==> config.mk <==
export PLATFORM = sky130hd
export DESIGN_NAME = mtimer_multi
export DESIGN_NICKNAME = d
export VERILOG_FILES = /design/src/rtl/mtimer_multi.sv
export SDC_FILE = /design/constraint.sdc
export NUM_CORES = 2
export LEC_CHECK = 0
export BUFFER_PORTS_ARGS = -buffer_cell sky130_fd_sc_hd__clkbuf_2
export CORE_ASPECT_RATIO = 2
export CORE_MARGIN = 1.5
export CORE_UTILIZATION = 55
export CTS_CLUSTER_SIZE = 12
export DETAILED_ROUTE_END_ITERATION = 8
export MAX_ROUTING_LAYER = met4
export PLACE_DENSITY = 0.7
export SLEW_MARGIN = 20
export SYNTH_ARGS = -nofsm -noshare
export SYNTH_HDL_FRONTEND = slang
export SYNTH_SLANG_ARGS = --single-unit
==> constraint.sdc <==
create_clock -name clk -period 6.3 [get_ports clk]
set_input_delay 1.89 -clock clk [delete_from_list [all_inputs] [get_ports clk]]
set_output_delay 1.89 -clock clk [all_outputs]
set_load 0.005 [all_outputs]
==> src/rtl/mtimer_multi.sv <==
// rtl/mtimer_multi.sv - prescaled 64-bit machine timer with NCH compare channels
// Compare values load atomically via a high-half shadow; periodic channels self-reload.
module mtimer_multi #(
  parameter int NCH     = 4,
  parameter int PRESC_W = 16
) (
  input  logic           clk,
  input  logic           rst_n,
  input  logic           we_i,
  input  logic           re_i,
  input  logic [7:0]     addr_i,
  input  logic [31:0]    wdata_i,
  output logic [31:0]    rdata_o,
  output logic [NCH-1:0] irq_o,
  output logic           irq_any_o
);

  logic [63:0]          mtime;
  logic [PRESC_W-1:0]   pcnt;
  logic [PRESC_W-1:0]   presc;
  logic [31:0]          snap_hi;
  logic                 en;
  logic [NCH-1:0]       pend;
  logic [NCH-1:0]       ie;
  logic [NCH-1:0]       periodic;
  logic [NCH-1:0]       ch_en;
  logic [NCH-1:0]       match;
  logic [NCH-1:0]       ch_sel;
  logic [NCH-1:0][63:0] cmp;
  logic [NCH-1:0][31:0] shadow_hi;
  logic [NCH-1:0][31:0] period;

  logic wr_lo, wr_hi, wr_ctrl, wr_presc, wr_pend, wr_ie, tick;

  assign wr_lo    = we_i && (addr_i == 8'h00);
  assign wr_hi    = we_i && (addr_i == 8'h01);
  assign wr_ctrl  = we_i && (addr_i == 8'h02);
  assign wr_presc = we_i && (addr_i == 8'h03);
  assign wr_pend  = we_i && (addr_i == 8'h04);
  assign wr_ie    = we_i && (addr_i == 8'h05);
  assign tick     = en && (pcnt == presc);

  always_comb begin
    for (int k = 0; k < NCH; k++) begin
      ch_sel[k] = (addr_i[7:2] == 6'(4 + k));
      match[k]  = ch_en[k] && (mtime >= cmp[k]);
    end
  end

  always_ff @(posedge clk or negedge rst_n) begin
    if (!rst_n) begin
      mtime     <= '0;
      pcnt      <= '0;
      presc     <= '0;
      snap_hi   <= '0;
      en        <= 1'b0;
      pend      <= '0;
      ie        <= '0;
      periodic  <= '0;
      ch_en     <= '0;
      period    <= '0;
      cmp       <= '1;
      shadow_hi <= '1;
    end else begin
      if (wr_presc)
        pcnt <= '0;
      else if (en)
        pcnt <= tick ? '0 : pcnt + PRESC_W'(1);

      if (wr_lo)
        mtime[31:0] <= wdata_i;
      else if (wr_hi)
        mtime[63:32] <= wdata_i;
      else if (tick)
        mtime <= mtime + 64'd1;

      if (re_i && (addr_i == 8'h00))
        snap_hi <= mtime[63:32];
      if (wr_ctrl)
        en <= wdata_i[0];
      if (wr_presc)
        presc <= wdata_i[PRESC_W-1:0];
      if (wr_ie)
        ie <= wdata_i[NCH-1:0];

      // match sets win over a same-cycle software clear
      pend <= (pend & ~(wr_pend ? wdata_i[NCH-1:0] : '0)) | match;

      for (int k = 0; k < NCH; k++) begin
        if (match[k] && periodic[k] && (period[k] != 32'd0))
          cmp[k] <= cmp[k] + {32'd0, period[k]};
        // software writes are placed last so they override the reload
        if (we_i && ch_sel[k]) begin
          case (addr_i[1:0])
            2'd0: cmp[k] <= {shadow_hi[k], wdata_i};
            2'd1: shadow_hi[k] <= wdata_i;
            2'd2: period[k] <= wdata_i;
            default: begin
              periodic[k] <= wdata_i[0];
              ch_en[k]    <= wdata_i[1];
            end
          endcase
        end
      end
    end
  end

  always_comb begin
    rdata_o = '0;
    case (addr_i)
      8'h00:   rdata_o = mtime[31:0];
      8'h01:   rdata_o = snap_hi;
      8'h02:   rdata_o = {31'd0, en};
      8'h03:   rdata_o = 32'(presc);
      8'h04:   rdata_o = 32'(pend);
      8'h05:   rdata_o = 32'(ie);
      default: rdata_o = '0;
    endcase
    for (int k = 0; k < NCH; k++) begin
      if (ch_sel[k]) begin
        case (addr_i[1:0])
          2'd0:    rdata_o = cmp[k][31:0];
          2'd1:    rdata_o = cmp[k][63:32];
          2'd2:    rdata_o = period[k];
          default: rdata_o = {30'd0, ch_en[k], periodic[k]};
        endcase
      end
    end
  end

  assign irq_o     = pend & ie;
  assign irq_any_o = |irq_o;

endmodule

Word level (Yosys, flattened, before mapping)

Cells that the tools add are included.

Divide/modulo/power cells: 0
Reduce and logical (&&, ||, !) cells: 49
Order comparisons: 4
Shift operators: 0
Bitwise logic cells: 6
Multiply operators: 0
Multiplexer cells: 29
Equality and inequality tests: 13
Add/sub/neg operators: 6

Operators by type and width:

| kind                  | count |
|---|---|
| $mux 64               | 13 |
| $pmux 32 s3           | 4 |
| $add 64x32->64        | 4 |
| $ge 64x64->1          | 4 |
| $mux 32               | 7 |
| $pmux 32 s6           | 1 |
| $reduce_bool 32->1    | 4 |
| $add 64x1->64 const B | 1 |
| $mux 16               | 3 |
| $reduce_and 2->1      | 14 |
| $eq 6x3->1 const B    | 4 |
| $logic_and 1x1->1     | 24 |
| $add 16x1->16 const B | 1 |
| $eq 16x16->1          | 1 |
| $eq 8x2->1 const B    | 2 |
| $eq 8x3->1 const B    | 2 |
| $and 4x4->4           | 2 |
| $eq 8x1->1 const B    | 1 |
| $logic_not 8->1       | 1 |
| $reduce_bool 2->1     | 3 |
| $mux 4                | 1 |
| $not 4->4             | 1 |
| $or 4x4->4            | 1 |
| $reduce_or 4->1       | 1 |
| other kinds (6)       | 7 |

ROM bits: 0
Output and inout bits: 37
Word-level logic and storage cells: 135
Bits in writable memories: 0
Memories kept: 0
Bits of input ports: 44
Bits in latches: 0
Bits in registers: 657

Depth between registers and ports, before layout

Depth after elaboration: 7
Gate-level depth with buffers: 15

Worst setup path before layout

No wires, ideal clock.

Path kind: input port to output port
From: input addr_i[0]
To: output rdata_o[2]
Required time: 4,410 ps
Cell stages on the path: 9
Arrival time: 4,095 ps
Setup slack: 315 ps
Cell sequence: clkbuf_1 clkbuf_1 clkbuf_1 buf_1 mux2i_1 o21ai_0 a22oi_1 nand3_1 a221o_1

Longest elaborated chain between the ends: 6
Elaborated cells on any way between the ends: 18

Ends and longest elaborated chain:

| what                                              | RTL line | text |
|---|---|---|
| start, declared                                   | 11       | `input logic [7:0] addr_i,` |
| $eq 8x3->1, or another cell as far along          | 110      | `case (addr_i)` |
| $pmux 32 s6 / $pmux 32 s3 (equally long branches) | 110, 121 |  |
| $mux 32 (3 in a row)                              | 120      | `if (ch_sel[k]) begin` |
| $mux 32 (*)                                       | 120      |  |
| end, declared                                     | 13       | `output logic [31:0] rdata_o,` |

Every way passes the cells marked *; elsewhere a longest branch is shown, timed or not.

Worst setup path after layout

From: input addr_i[7]
To: output rdata_o[22]

Longest elaborated chain between the ends: 6
Elaborated cells on any way between the ends: 15

Ends and longest elaborated chain:

| what                                     | RTL line |
|---|---|
| $eq 8x3->1, or another cell as far along | 110 |
| $pmux 32 s6                              | 110 |
| $mux 32 (3 in a row)                     | 120 |
| $mux 32 (*)                              | 120 |

Marks and branches as above.

==> key figures <==
Synthesis
  • Gate Count Post-Synth: 5274
  • Mapped cell area: 0.04697 mm²
  • Ranking of synthesized cells by area: dfstp_2 21%, dfrtp_1 15%, ha_1 10%
  • Top cell type's share of synthesized area: 21.48%
  • Ys async rst share: 100.0%
  • Post-synthesis sequential area ratio: 36.03%
  • Post-synthesis cell type count: 79
  • Post-Synthesis Net Count: 5708
  • Synthesized area per cell: 8.905 µm²
  • YS warnings: 0
  • Number of synthesized flops with an enable pin: 0
  • Synth Flop Type: dfstp_2
  • #FFs+latches synth: 657
  • Largest area contributor in the netlist: dfstp_2

CTS
  • Clock buffer depth: 3
  • # clock sinks: 657
  • Post_cts resized: 0
  • H-tree depth: 3
  • Register clock-pin slew on the reported worst setup and hold paths: 0.07 ns
  • # Post-CTS Setup Buffers: 0
  • Number of hold buffers added after cts: 0
  • Clk root buf: clkbuf_16
  • CTS buffer count: 69
  • Clk_lat worst skew: 0.71 ns
  • CTS tree: built

Worst hold path
  • HP Class: register to register
  • Hold Path Stages: 2

Timing
  • Final Critical Period: 6.207 ns
  • Worst Tran Pin Value: 1.229 ns
  • # setup viols final: 0
  • Setup tns final: 0 ns
  • Slew HR: 17.70%
  • RSZ-0062 raised after global routing: no
  • Max-slew violations: 0
  • Crit share post-route: 98.53%
  • Layout Skew: 0.03559 ns
  • Peak Freq: 161.1 MHz
  • Hold Fails Final Rpt: 0

Placed design
  • IO Port Bufs: 80
  • Placer Congestion: 1.105
  • Detailed Place HPWL: 165.4 mm
  • Cells after DPL: 6274

Layout
  • Nets: 5710
  • Commonest cells after routing, fill and taps aside: 588 x nand2_1, 427 x a21oi_1, 400 x o21ai_0, 386 x ha_1, 384 x dfstp_2
  • Most common cell after layout, fill and taps aside: nand2_1
  • Non-Filler Instances: 6419
  • Share of layout cells above drive strength 1: 19.71%
  • Area Overhead vs Synth: 9.021%

Floorplanning
  • Die Wd: 209.6 µm
  • Area of the core: 0.08464 mm²
  • Initial Util: 55.49%
  • Die area: 0.08726 mm²
  • Chip Height: 416.3 µm
  • Num ports: 81
  • Rows: 151

Worst setup path
  • Crit Path Max Fanout: 21
  • Critical path class: input pin to output pin
  • Worst Setup End Kind: output pin
  • FF-to-FF path depth: 10
  • Critical Path AT: 4.32 ns
  • Crit start category: input pin
  • R2R Setup Slk: 0.76 ns
  • WP data required: 4.41 ns

Job
  • Max-cap violations: 0

Run status
  • Failing checks: design-rule violations
  • Status: finished with violations

Route
  • Routed Antenna Nets: 0
  • Via count: 44670
  • Routed WL: 219.9 mm
  • Pre-antenna DRT Iters: 8
  • Post-route DRC: 2
  • Vias per cell: 6.958
  • Routed WL per cell: 34.26 µm
  • Iteration-0 DRC count of the detailed router: 4479

Pwr
  • Leak: 25.38 nW
  • Worst VDD drop: 0.2634 mV
  • Power per Cell Area: 238.0 mW/mm²

GRT
  • Global route overflow: 0
  • Pin count of the biggest net entering global routing: 108
  • Antenna violations before repair: 16
  • Overall Global Routing Usage: 51.84%
  • First-pass GRT wire length: 309.9 mm
  • Vias in the first global route: 44220
[final timing paths]
path                               startpoint          end
worst max-delay path                addr_i[7]  rdata_o[22]
worst min-delay path            shadow_hi[31]      cmp[63]
worst max register to register        cmp[21]      cmp[47]
worst min register to register  shadow_hi[31]      cmp[63]
max in group asynchronous               rst_n    mtime[58]
min in group asynchronous               rst_n    period[3]
[synthesized netlist by cell type, types with 82 or more instances]
cell type,instances
dfstp_2,384
clkbuf_1,234
nor4_1,82
ha_1,386
nand3_1,120
mux2i_1,161
a21o_1,125
a21oi_1,427
inv_1,310
nor2_1,379
xnor2_1,203
nand4_1,102
o21ai_0,402
dfrtp_1,273
nand2_1,593
mux2_2,308
[flip-flops by register name, indices dropped and copies added (netlist names)]
register,cells
mtime,64
snap_hi,32
cmp,256
presc,16
pend,4
ch_en,4
pcnt,16
en,1
period,128
shadow_hi,128
ie,4
periodic,4
[cells by family (layout without fill, tap and decap cells)]
logic type      Yosys count  in the layout  share of synthesized area, %
compound gates         1350           1350                         17.36
xor+xnor                274            274                         5.110
mux                     477            477                         11.20
buf+inv                 588            645                         4.713
flops                   657            657                         36.03
simple gates           1538           1538                         15.13
other cells               0             17                             0
fa+ha+maj               390            390                         10.45
[cell type report]
type | count | area (µm²)
Fill cell | 7643 | 33440
Timing Repair Buffer | 209 | 1528
Multi-Input combinational cell | 4029 | 27990
Clock inverter | 13 | 193.9
Clock buffer | 113 | 2023
Antenna cell | 17 | 42.54
Tap cell | 1071 | 1340
Inverter | 310 | 1164
Sequential cell | 657 | 16920
[power by group]
part | switching (W) | internal (W) | total (W)
clock | 0.00190 | 0.00237 | 0.00426
sequential | 0.000467 | 0.00459 | 0.00506
combinational | 0.00184 | 0.00102 | 0.00286
total | 0.00421 | 0.00798 | 0.0122
[layer usage]
metal  wire length, µm  GRT usage [%]  vias to the layer above  share of wire [%]
met1             69410          50.11                    21720                 32
met3             19840          13.38                     1330                9.0
met4             31930          59.07                        0                 15
met2             98740          79.22                     2678                 45
met5                 0              -                        -                  0
li1                  -              -                    18940                  -
[critical path, stage by stage]
cell	delay [ns]
clkbuf_2	0.09
nor3_1	0.53
nand3_1	0.34
nor2_2	0.24
buf_4	0.33
a22oi_1	0.20
o221ai_1	0.12
a221o_1	0.35
clkbuf_2	0.19
[stage by stage]
step	worst slack (ns)	cell area, µm²	power, W	hold slack, ns	utilization [%]
after global placement	0.2979	48910	0.007785	0.4474	57.79
final	0.09285	51200	0.01219	0.4592	60.49
after CTS	0.2323	51130	0.01206	0.4589	60.41
after detailed placement	0.2567	48910	0.007827	0.4510	57.79
after global routing	0.1130	51200	0.01251	0.4763	60.49
after floorplan	0.3149	46970	0.006648	0.4406	-
No activity file was read; power rests on OpenSTA's default activity.
